**src/rtl/imem_boot_loader.sv**
```systemverilog
// Instruction-memory boot loader: streams a host program into the instruction memory,
// then releases the core and gates its fetch path while it is not running.
module imem_boot_loader #(
   parameter int ADDR_W          = 10,
   parameter int DATA_W          = 32,
   parameter bit RUN_AFTER_RESET = 1'b0
) (
   input  logic              clk,
   input  logic              rst,
   input  logic              load_start,
   input  logic              ld_valid,
   output logic              ld_ready,
   input  logic [DATA_W-1:0] ld_data,
   input  logic              ld_last,
   output logic              mem_we,
   output logic [ADDR_W-1:0] mem_waddr,
   output logic [DATA_W-1:0] mem_wdata,
   input  logic [31:0]       cpu_pc,
   output logic [ADDR_W-1:0] mem_raddr,
   input  logic [DATA_W-1:0] mem_rdata,
   output logic [DATA_W-1:0] instr,
   output logic              cpu_run,
   output logic              fetch_misalign,
   output logic              fetch_oob,
   output logic              load_done,
   output logic [ADDR_W:0]   word_count,
   output logic              err_overflow
);

   typedef enum logic [1:0] {
      S_IDLE,
      S_LOAD,
      S_FLUSH,
      S_RUN
   } state_t;

   localparam state_t            RST_STATE = RUN_AFTER_RESET ? S_RUN : S_IDLE;
   localparam logic [ADDR_W-1:0] LAST_ADDR = '1;
   localparam logic [ADDR_W-1:0] PTR_ONE   = {{(ADDR_W-1){1'b0}}, 1'b1};
   localparam logic [ADDR_W:0]   CNT_ONE   = {{ADDR_W{1'b0}}, 1'b1};

   state_t            state_q, state_d;
   logic [ADDR_W-1:0] wr_ptr_q, wr_ptr_d;
   logic [ADDR_W:0]   word_count_q, word_count_d;
   logic              err_overflow_q, err_overflow_d;
   logic              handshake;

   assign ld_ready  = (state_q == S_LOAD);
   assign handshake = ld_valid & ld_ready;

   always_ff @(posedge clk) begin
      if (rst) begin
         state_q        <= RST_STATE;
         wr_ptr_q       <= '0;
         word_count_q   <= '0;
         err_overflow_q <= 1'b0;
      end else begin
         state_q        <= state_d;
         wr_ptr_q       <= wr_ptr_d;
         word_count_q   <= word_count_d;
         err_overflow_q <= err_overflow_d;
      end
   end

   always_comb begin
      state_d        = state_q;
      wr_ptr_d       = wr_ptr_q;
      word_count_d   = word_count_q;
      err_overflow_d = err_overflow_q;
      case (state_q)
         S_IDLE, S_RUN: begin
            if (load_start) begin
               state_d        = S_LOAD;
               wr_ptr_d       = '0;
               word_count_d   = '0;
               err_overflow_d = 1'b0;
            end
         end
         S_LOAD: begin
            if (handshake) begin
               word_count_d = word_count_q + CNT_ONE;
               // The pointer parks on the top word so a runaway stream can never wrap onto word 0.
               if (wr_ptr_q == LAST_ADDR) begin
                  state_d        = S_FLUSH;
                  err_overflow_d = ~ld_last;
               end else begin
                  wr_ptr_d = wr_ptr_q + PTR_ONE;
               end
               if (ld_last) begin
                  state_d = S_FLUSH;
               end
            end
         end
         S_FLUSH: state_d = S_RUN;
         default: state_d = S_IDLE;
      endcase
   end

   assign mem_we       = handshake;
   assign mem_waddr    = wr_ptr_q;
   assign mem_wdata    = ld_data;
   assign cpu_run      = (state_q == S_RUN);
   assign load_done    = (state_q == S_FLUSH);
   assign word_count   = word_count_q;
   assign err_overflow = err_overflow_q;

   // Misaligned fetches still read the enclosing word; the core decides whether to trap.
   assign mem_raddr      = cpu_pc[ADDR_W+1:2];
   assign fetch_misalign = cpu_run & (|cpu_pc[1:0]);
   assign fetch_oob      = cpu_run & (|cpu_pc[31:ADDR_W+2]);
   assign instr          = (cpu_run & ~fetch_oob) ? mem_rdata : '0;

endmodule
```
**config.mk**
```make
export PLATFORM = sky130hd
export DESIGN_NAME = imem_boot_loader
export DESIGN_NICKNAME = d
export VERILOG_FILES = /design/src/rtl/imem_boot_loader.sv
export SDC_FILE = /design/constraint.sdc
export NUM_CORES = 1
export LEC_CHECK = 0
export ABC_AREA = 1
export BUFFER_PORTS_ARGS = -buffer_cell sky130_fd_sc_hd__buf_2
export CAP_MARGIN = 15
export CORE_MARGIN = 8
export CORE_UTILIZATION = 35
export DETAILED_ROUTE_END_ITERATION = 8
export GPL_ROUTABILITY_DRIVEN = 0
export GPL_TIMING_DRIVEN = 0
export HOLD_SLACK_MARGIN = 0.08
export PLACE_DENSITY_LB_ADDON = 0.12
export SYNTH_ARGS = -nofsm -noshare
export SYNTH_HDL_FRONTEND = slang
export SYNTH_SLANG_ARGS = --single-unit
```
**constraint.sdc**
```tcl
create_clock -name clk -period 2.3 [get_ports clk]
set_clock_uncertainty 0.15 [all_clocks]
set_input_delay 0.575 -clock clk [delete_from_list [all_inputs] [get_ports clk]]
set_output_delay 0.575 -clock clk [all_outputs]
set_load 0.02 [all_outputs]
```
======== After elaboration in Yosys (flattened, before gate mapping) ========
Cells that the tools add are included.
storage, ports and cells
  output and inout bits ................... 102
  bits in registers ....................... 24
  input bits .............................. 101
operators by class
  muxes and demuxes ....................... 17
  reduce and logical (&&, ||, !) cells .... 9
  $add $sub $neg .......................... 2
  eq/ne operators ......................... 9
  bitwise logic cells ..................... 6
operator list
  operator               number
  $mux 32                1
  $mux 10                3
  $mux 11                2
  $pmux 11 s2            1
  $pmux 10 s2            1
  $reduce_or 20->1       1
  $add 11x1->11 const B  1
  $add 10x1->10 const B  1
  $eq 10x10->1 const B   1
  $mux 2                 4
  $reduce_and 4->1       2
  $pmux 2 s3             1
  $reduce_and 3->1       2
  $and 1x1->1            4
  $eq 2x2->1 const B     2
  $ne 2x1->1 const B     2
  $ne 2x2->1 const B     2
  $reduce_or 2->1        2
  $mux 1                 3
  $ne 3x1->1 const B     1
  $eq 2x1->1 const B     1
  $logic_not 2->1        1
  $not 1->1              2
  $pmux 1 s2             1
  $reduce_bool 2->1      1

======== Depth between registers and ports, before layout ========
Gate-level depths: netlist of the first run.
  word-level depth ........................ 5
  depth in mapped cells ................... 11

======== Worst setup path before layout of the first run ========
No wires, ideal clock.
  path type ............................... input to output
  start point ............................. input port cpu_pc[29]
  end point ............................... output port instr[10]
  data arrival time ....................... 1.577 ns
  slack ................................... -0.002 ns
  cell stages on the path ................. 4
  buffers on the path ..................... 1
  data required time ...................... 1.575 ns
  cell sequence ........................... nor4_2 nand4_1 clkbuf_1 nor2_1
on the way
  longest elaborated chain between the ends .. 5
ends and longest elaborated chain
  item                line  text
  start: declaration  18    input logic [31:0] cpu_pc,
  $reduce_or 20->1    110   assign fetch_oob = cpu_run & (|cpu_pc[31:ADDR_W+2]);
  $and 1x1->1         110
  $not 1->1           111   assign instr = (cpu_run & ~fetch_oob) ? mem_rdata : '0;
  $and 1x1->1         111
  $mux 32             111
  end: declaration    21    output logic [DATA_W-1:0] instr,
No other way between the ends.

======== Worst setup path after layout of the first run ========
  start point ............................. input port cpu_pc[19]
  end point ............................... output port instr[7]
Same word-level chain as after synthesis.

==> results of run 1 <==
## layout by cell type (no fill, tap or decap), drive strengths merged
cell / n
dfxtp: 24
o21ai: 7
xor2: 1
and2: 1
nor2: 71
nand2: 67
ha: 6
bufinv: 1
nor3: 1
nor4: 1
nand4: 7
inv: 66
a21oi: 16
clkbuf: 7
nand3: 29
o2111ai: 1
buf: 209
o21a: 1
## final timing paths
check	slack (ns)	endpoint	cells after the start
setup reg to reg	0.45	word_count[7]	10
setup / recovery	-0.16	instr[7]	9
hold reg to reg	0.32	mem_waddr[6]	2
hold / removal	0.32	mem_waddr[6]	2
## routing by layer
metal  up-vias  share of wire  track usage
li1       1344              -            -
met1      1194           0.36        0.176
met2        90           0.54        0.360
met3        10          0.084       0.0513
met4         0          0.018       0.0362
met5         -              0            0
## final cells by class
cell class	instances	area, um^2	share of cell area
inverter	66	248	0.0691
clock buffer	3	41.3	0.0115
clock inverter	1	30.0	0.00838
sequential	24	480	0.134
multi-input combinational	209	1200	0.334
tap	75	93.8	0.0262
buffer	50	422	0.118
timing repair buffer	163	1070	0.299
## report_power, final
group | internal, uW | leakage, uW | total, uW | switching [uW]
combinational | 352 | 0.00172 | 939 | 587
clock | 233 | 0.0000357 | 381 | 148
sequential | 450 | 0.000194 | 487 | 37.6
## state kept, by name, indices dropped and copies added, names as in the netlist
name / cells
mem_waddr: 10
word_count: 11
state_q: 2
err_overflow: 1
## critical path, cell delays in order
cell,delay [ns]
buf_2,0.11
nor2_2,0.09
nand2_1,0.09
nor2_2,0.13
nand4_1,0.14
buf_6,0.18
clkbuf_16,0.16
nor2_2,0.12
buf_6,0.14
## synth_stat cells, drive strengths merged
library cell	n
buf	45
o21a	1
nor3	1
o2111ai	1
nand4	7
a21oi	16
xor2	1
nor2	71
nand3	29
o21ai	7
and2	1
inv	66
dfxtp	24
nand2	67
nor4	1
clkbuf	5
ha	6
## per-stage QoR
step	hold slack [ns]	setup TNS, ns
global route	0.350	-5.69
global placement	0.306	-6.65
floorplan	0.353	-0.0557
CTS	0.325	-1.86
finish	0.320	-3.46
detailed placement	0.312	-6.55
## repair_timing
action / 4_1_cts / 5_1_grt
pin swaps: 3 / 8
resized for setup: 78 / 59
endpoints found under the setup margin: 30 / 32
setup buffers: 1 / 0
gates cloned: 1 / 1
hold buffers: 0 / 0
## cells by family after synthesis
group | after synthesis | share of synthesized area
buffers and inverters | 116 | 0.293
xor gates and xnor gates | 1 | 0.00417
AOI/OAI and AO/OA | 25 | 0.0661
DFF | 24 | 0.229
adders and majority gates | 6 | 0.0357
and+or+nand+nor | 177 | 0.373
==> results.toml, run 1 <==
[pwr]
power_density_nw_per_um2 = 504
p_total_uw = 1810
ir_drop_mv = 0.352
p_leak_uw = 0.00195

[worst_setup_path]
startpoint = "cpu_pc[19]"
critPathRequiredTime_ns = 1.57
critPathMaxFanout = 7
timing.rr.start = "state_q[1]"
start_kind = "input pin"
arrival_ns = 1.74
worst-setup-path-type = "input pin to primary output"
cp-end-kind = "primary output"

[finish]
final_area_um2 = 3580
final_cell_count_no_fill = 591
utilization = 0.613
diodes = 0
n_fill_cell = 525
drive_gt1_frac = 0.516
final_nets = 624
syn2layout_area_growth_pct = 70.5

[synth]
synth_cells = 349
synth_cell_types = 26
synth_area_leaders = "dfxtp_1, buf_4, nor2_1, inv_1, nand2_1"
synth_top_area_share = 0.229
syn_area_um2 = 2100
syn_avg_cell_area_um2 = 6.02
syn-num-nets = 456
yosysWarnings = 0
yosysSeqAreaShare = 0.229
synth-seq-cells = 24
synth_largest_area_cell = "dfxtp_1"

[route]
vias = 2638
final_antenna_net_count = 0
routed_wl_mm = 9.58
drt_iter0_drc = 45
routed_via_density = 4.46
drt_pre_antenna_iters = 4
drc = 0
wl_per_cell_um = 16.2

[timing]
tightest_slew_ns = 0.470
setup_viol = 31
fin_crit_sh = 1.07
rsz0062_at_grt = "yes"
period_needed_ns = 2.46
fmax_ghz = 0.406
slew_headroom = 0.687
finalHoldViolations = 0
final_max_slew_viol_count = 0
setup_slack_ns = -0.163

[global_routing]
grt_max_degree = 15
grt_pass1_wl_mm = 12.9
grt_overflow = 0
track_usage = 0.180
grt_pass1_vias = 2529
antenna_found_initial = 0

[die]
io_pins = 203
die_area_um2 = 8740
rows = 28
start_util = 0.359
fp.dieW_um = 93.5
core_um2 = 5850
die_h_um = 93.5

[clock_network]
clk_latency_ns = 0.27
cts_root_buffer = "clkbuf_8"
clock-sinks = 24
cts_tree = "yes"
numCtsBuffers = 3
cts_buffer_depth = 2
path_clk_slew_ns = 0.09
cts.htree.levels = 1

[worst_hold_path]
hold_class = "flop to flop"
hold_start = "mem_waddr[6]"

[run_status]
outcome = "finished with violations"
violations = "negative setup slack"

[place]
dpl_cell_area_um2 = 3000
dp_cells = 584
port-buffer-count = 160
detailed_place_hpwl_mm = 7.10
pre_cts_ws_ns = -0.239

[flow_run]
max_cap_violations = 0
No activity file was read; power rests on OpenSTA's default activity.
==> inputs of run 2 (changes only) <==
--- a/config.mk
+++ b/config.mk
@@ -5,7 +5,6 @@
 export SDC_FILE = /design/constraint.sdc
 export NUM_CORES = 1
 export LEC_CHECK = 0
-export ABC_AREA = 1
 export BUFFER_PORTS_ARGS = -buffer_cell sky130_fd_sc_hd__buf_2
 export CAP_MARGIN = 15
 export CORE_MARGIN = 8
==> run 2 against run 1 <==
The flow still finishes with violations (negative setup slack); via count decreased by 7.5%; routed wire length decreased by 0.89%; final cell count decreased by 15%; first-iteration DRC count increased by 120%; combinational power decreased by 8.9%; power decreased by 9.4%; fmax decreased by 5.6%; highest routed layer unchanged; critical path depth decreased by 1; synthesized cell count decreased by 25%.
==> results.toml, run 2 <==
[run_status]
outcome = "finished with violations"
violations = "negative setup slack"

[worst_setup_path]
cp_top_family = "simple AND/OR/NAND/NOR gates"
critPathMaxFanout = 7
slowest_stage = "nor4_4"
arrival_ns = 1.88
critPathRequiredTime_ns = 1.57
start_kind = "input pin"
worst-setup-path-type = "input pin to primary output"
cpMostUsedCell = "buf_6"
max_stage_delay_ns = 0.33
cp_num_buf_inv = 4
cp-end-kind = "primary output"
crit_chain = "buf_6, nor4_4, nand3_2, nor3_4, buf_6, buf_8, and2_4, buf_6"

[synth]
synth-seq-cells = 24
yosysWarnings = 0
yosysMostFrequentCell = "buf_4"
synth_area_leaders = "dfxtp_1, buf_4, and2_1, ha_1, nor2_1"
ys.flop_type = "dfxtp_1"
synth_cells = 261
async_reset_ff_frac = 0
syn_area_um2 = 1970
yosysSeqAreaShare = 0.244
syn_avg_cell_area_um2 = 7.54
synth_largest_area_cell = "dfxtp_1"
syn-num-nets = 368
synthTopCellsByCount = "buf_4, and2_1, dfxtp_1"
synth_cell_types = 43
synth_edf_count = 0
synth_top_area_share = 0.244

[timing]
final_max_slew_viol_count = 0
finalHoldViolations = 0
tightest_slew_ns = 0.509
rsz0062_at_grt = "yes"
setup_slack_ns = -0.310
fin_crit_sh = 1.13
period_needed_ns = 2.61
setup_viol = 32
slew_headroom = 0.658
fmax_ghz = 0.383
final.setup.tns_ns = -9.20

[die]
io_pins = 203
start_util = 0.359
die_h_um = 91.0
fp.dieW_um = 91.0
rows = 27
core_um2 = 5470
die_area_um2 = 8270

[route]
routed_wl_mm = 9.50
final_antenna_net_count = 0
drt_pre_antenna_iters = 4
wl_per_cell_um = 18.9
vias = 2439
routed_via_density = 4.85
drt_iter0_drc = 99
drc = 0

[finish]
layout_common_cells = "buf_2, buf_4, buf_6"
seqCellArea_um2 = 485
drive_gt1_frac = 0.609
n_fill_cell = 467
final_nets = 538
syn2layout_area_growth_pct = 73.7
multi_input_comb_area_um2 = 1240
largest_register_ffs = 11
utilization = 0.624
final_area_um2 = 3420
final_common_cell = "buf_2"

[place]
dpl_cell_area_um2 = 2900
port-buffer-count = 159
detailed_place_hpwl_mm = 7.10

[clock_network]
cts_root_buffer = "clkbuf_8"
cts.htree.levels = 1
clock-sinks = 24
clk_latency_ns = 0.27
path_clk_slew_ns = 0.09
cts_hold_buffers = 0
cts_tree = "yes"
numCtsBuffers = 3
cts_buffer_depth = 2

[global_routing]
track_usage = 0.206
antenna_found_initial = 1
grt_pass1_vias = 2455
grt_max_degree = 14
grt_pass1_wl_mm = 14.1
grt_overflow = 0

[pwr]
ir_drop_mv = 0.500
p_leak_uw = 0.00167
power_density_nw_per_um2 = 479

[worst_hold_path]
hold_class = "flop to flop"

[flow_run]
max_cap_violations = 0
run 2: final timing paths:
| kind | startpoint | cells after the start | slack (ns) | endpoint |
|---|---|---|---|---|
| hold reg to reg | err_overflow | 2 | 0.33 | err_overflow |
| setup reg to reg | state_q[0] | 7 | 0.14 | mem_waddr[3] |
| setup / recovery | cpu_pc[24] | 8 | -0.31 | instr[10] |
| hold / removal | err_overflow | 2 | 0.33 | err_overflow |
run 2: what timing repair did:
action | 4_1_cts | 5_1_grt
setup buffers | 1 | 2
pin swaps | 21 | 20
gates cloned | 3 | 0
resized for setup | 101 | 33
endpoints found under the setup margin | 36 | 34
run 2: through the flow:
stage | instances | hold slack, ns | total power, uW | setup WS (ns)
after global placement | 492 | 0.307 | 1300 | -0.349
after floorplan | 261 | 0.392 | 1050 | 0.0217
after global routing | 503 | 0.377 | 1750 | -0.372
final | 503 | 0.329 | 1640 | -0.310
after detailed placement | 492 | 0.319 | 1310 | -0.377
after CTS | 500 | 0.331 | 1620 | -0.257
run 2: tightest hold or removal path: stages (launching register included):
cell     delay (ns)
dfxtp_1        0.31
o21ai_0        0.06
a21oi_1        0.06
run 2: kinds of logic after synthesis:
logic type      share of synthesized area
buf+inv                             0.205
fa+ha+maj                          0.0382
xor+xnor                           0.0312
mux                                0.0153
compound gates                      0.120
flops                               0.244
simple gates                        0.347
run 2: cell type report:
| type | instances | area share |
|---|---|---|
| Multi-Input combinational cell | 174 | 0.362 |
| Timing Repair Buffer | 165 | 0.324 |
| Sequential cell | 24 | 0.142 |
| Buffer | 55 | 0.119 |
| Tap cell | 72 | 0.0264 |
| Clock buffer | 4 | 0.0161 |
| Inverter | 8 | 0.00879 |
| Antenna cell | 1 | 0.000732 |
run 2: layer usage:
layer	wire length, um	up-vias	global-route usage	part of all wire
li1	-	1206	-	-
met1	3720	1135	0.222	0.39
met2	5100	94	0.392	0.54
met3	609	4	0.0477	0.064
met4	63	0	0.0518	0.0066
met5	0	-	0	0
run 2: power by group:
group / internal [uW] / switching (uW)
Clock: 153 / 138
Combinational: 328 / 527
Sequential: 451 / 41.4
Total: 931 / 706
==> inputs of run 3 (changes only) <==
==> constraint.sdc (replaced) <==
create_clock -name clk -period 2.3 [get_ports clk]
set_clock_uncertainty 0.15 [all_clocks]
set_input_delay 0.575 -clock clk [delete_from_list [all_inputs] [get_ports clk]]
set_output_delay 0.575 -clock clk [all_outputs]
set_load 0.05 [all_outputs]
==> run 3 against run 2 <==
The flow still finishes with violations (negative setup slack); count of clock-buffer cells in the layout unchanged; non-clock buffer count decreased by 2; via count increased by 0.78%; first-iteration DRC count decreased by 12%; die area unchanged; fmax increased by 0.93%; global-route usage increased by 1.0 points; setup slack improved by 0.024 ns; final cell count decreased by 0.60%.
==> results.toml, run 3 (synthesis gave the netlist of run 2 again) <==
[global_routing]
grt_max_degree = 14
grt_overflow = 0
track_usage = 0.216
antenna_found_initial = 0
grt_pass1_wl_mm = 14.6
grt_pass1_vias = 2426

[die]
core_um2 = 5470
start_util = 0.359
die_area_um2 = 8270
die_h_um = 91.0
io_pins = 203
rows = 27
fp.dieW_um = 91.0

[route]
final_antenna_net_count = 0
routed_wl_mm = 9.48
drt_iter0_drc = 87
routed_via_density = 4.92
drt_pre_antenna_iters = 4
vias = 2458
wl_per_cell_um = 19.0
drc = 0

[timing]
tightest_slew_ns = 0.479
setup_slack_ns = -0.286
rsz0062_at_grt = "yes"
period_needed_ns = 2.59
final_max_slew_viol_count = 0
finalHoldViolations = 0
fmax_ghz = 0.387
setup_viol = 32
slew_headroom = 0.677
fin_crit_sh = 1.12

[worst_setup_path]
arrival_ns = 1.86
critPathMaxFanout = 8
worst-setup-path-type = "input pin to primary output"
critPathRequiredTime_ns = 1.57
cp-end-kind = "primary output"
start_kind = "input pin"

[pwr]
seqPwrFrac = 0.266
p_int_uw = 933
ir_drop_mv = 0.450
p_leak_uw = 0.00169
p_total_uw = 1840
p_switching_uw = 905
pwr-share-comb = 0.572
p_sw_frac = 0.492
power_density_nw_per_um2 = 520
power.share.clock = 0.162

[place]
pre_cts_ws_ns = -0.494
detailed_place_hpwl_mm = 7.23
port-buffer-count = 159
dp_cells = 492

[finish]
layout_common_cells = "buf_2, buf_4, buf_8"
drive_gt1_frac = 0.610
final_common_cell = "buf_2"
final_cell_count_no_fill = 500
syn2layout_area_growth_pct = 79.8
diodes = 0
largest_register_ffs = 11
final_nets = 536

[clock_network]
cts_tree = "yes"
cts_root_buffer = "clkbuf_8"
clock-sinks = 24
cts_buffer_depth = 2
cts.htree.levels = 1
path_clk_slew_ns = 0.09
clk_latency_ns = 0.28
numCtsBuffers = 3

[flow_run]
max_cap_violations = 0

[worst_hold_path]
hold_class = "flop to flop"

[run_status]
violations = "negative setup slack"
outcome = "finished with violations"
## run 3: cell types whose count changed in the layout (fill, tap and decap cells not counted), sizes merged
cell,change
diode,-1
buf,-2
## run 3: worst paths after layout
kind                                      from        endpoint  slack (ns)  cells past startpoint
worst max-delay path                cpu_pc[26]       instr[11]       -0.29                      8
worst min-delay path            word_count[10]  word_count[10]        0.33                      2
worst max register to register      state_q[0]    mem_waddr[3]        0.12                      7
worst min register to register  word_count[10]  word_count[10]        0.33                      2
## run 3: power groups by stage
stage / sequential [uW] / clock, uW / combinational (uW)
after global routing: 497 / 326 / 1140
after CTS: 484 / 304 / 1040
after floorplan: 515 / 0 / 744
after global placement: 492 / 0 / 1020
after detailed placement: 492 / 0 / 1020
final: 489 / 297 / 1050
## run 3: stage by stage
stage	util	TNS (ns)	hold slack, ns	cell area, um^2
detailed placement	0.547	-14.77	0.317	2990
global placement	0.547	-13.88	0.309	2990
floorplan	-	-0.616	0.445	2110
finish	0.646	-8.30	0.331	3540
CTS	0.639	-8.57	0.333	3500
global route	0.646	-10.19	0.370	3540
## run 3: timing repair
action                     in CTS  in global routing
buffers inserted                1                  0
pin swaps                       6                  6
cloned                          3                  0
setup endpoints to repair      35                 36
hold buffers                    0                  0
resized for setup             112                 17
## run 3: layout make-up
class,count,area [um^2]
fill,454,1940
multi-input combinational,174,1250
timing repair buffer,163,1210
sequential,24,485
buffer,55,408
tap,72,90.1
clock buffer,4,55.1
inverter,8,30.0
## run 3: metal layers
| layer | share of wire | global-route usage |
|---|---|---|
| met5 | 0 | 0 |
| met4 | 0.0098 | 0.0355 |
| met3 | 0.067 | 0.0486 |
| met2 | 0.56 | 0.418 |
| met1 | 0.37 | 0.234 |
## run 3: worst max-delay path: stages
cell and delay (ns):
buf_2 0.12, nor4_4 0.27, nand2_2 0.11, nor3_4 0.17, buf_6 0.18, buf_8 0.12, and2_4 0.15, buf_8 0.15
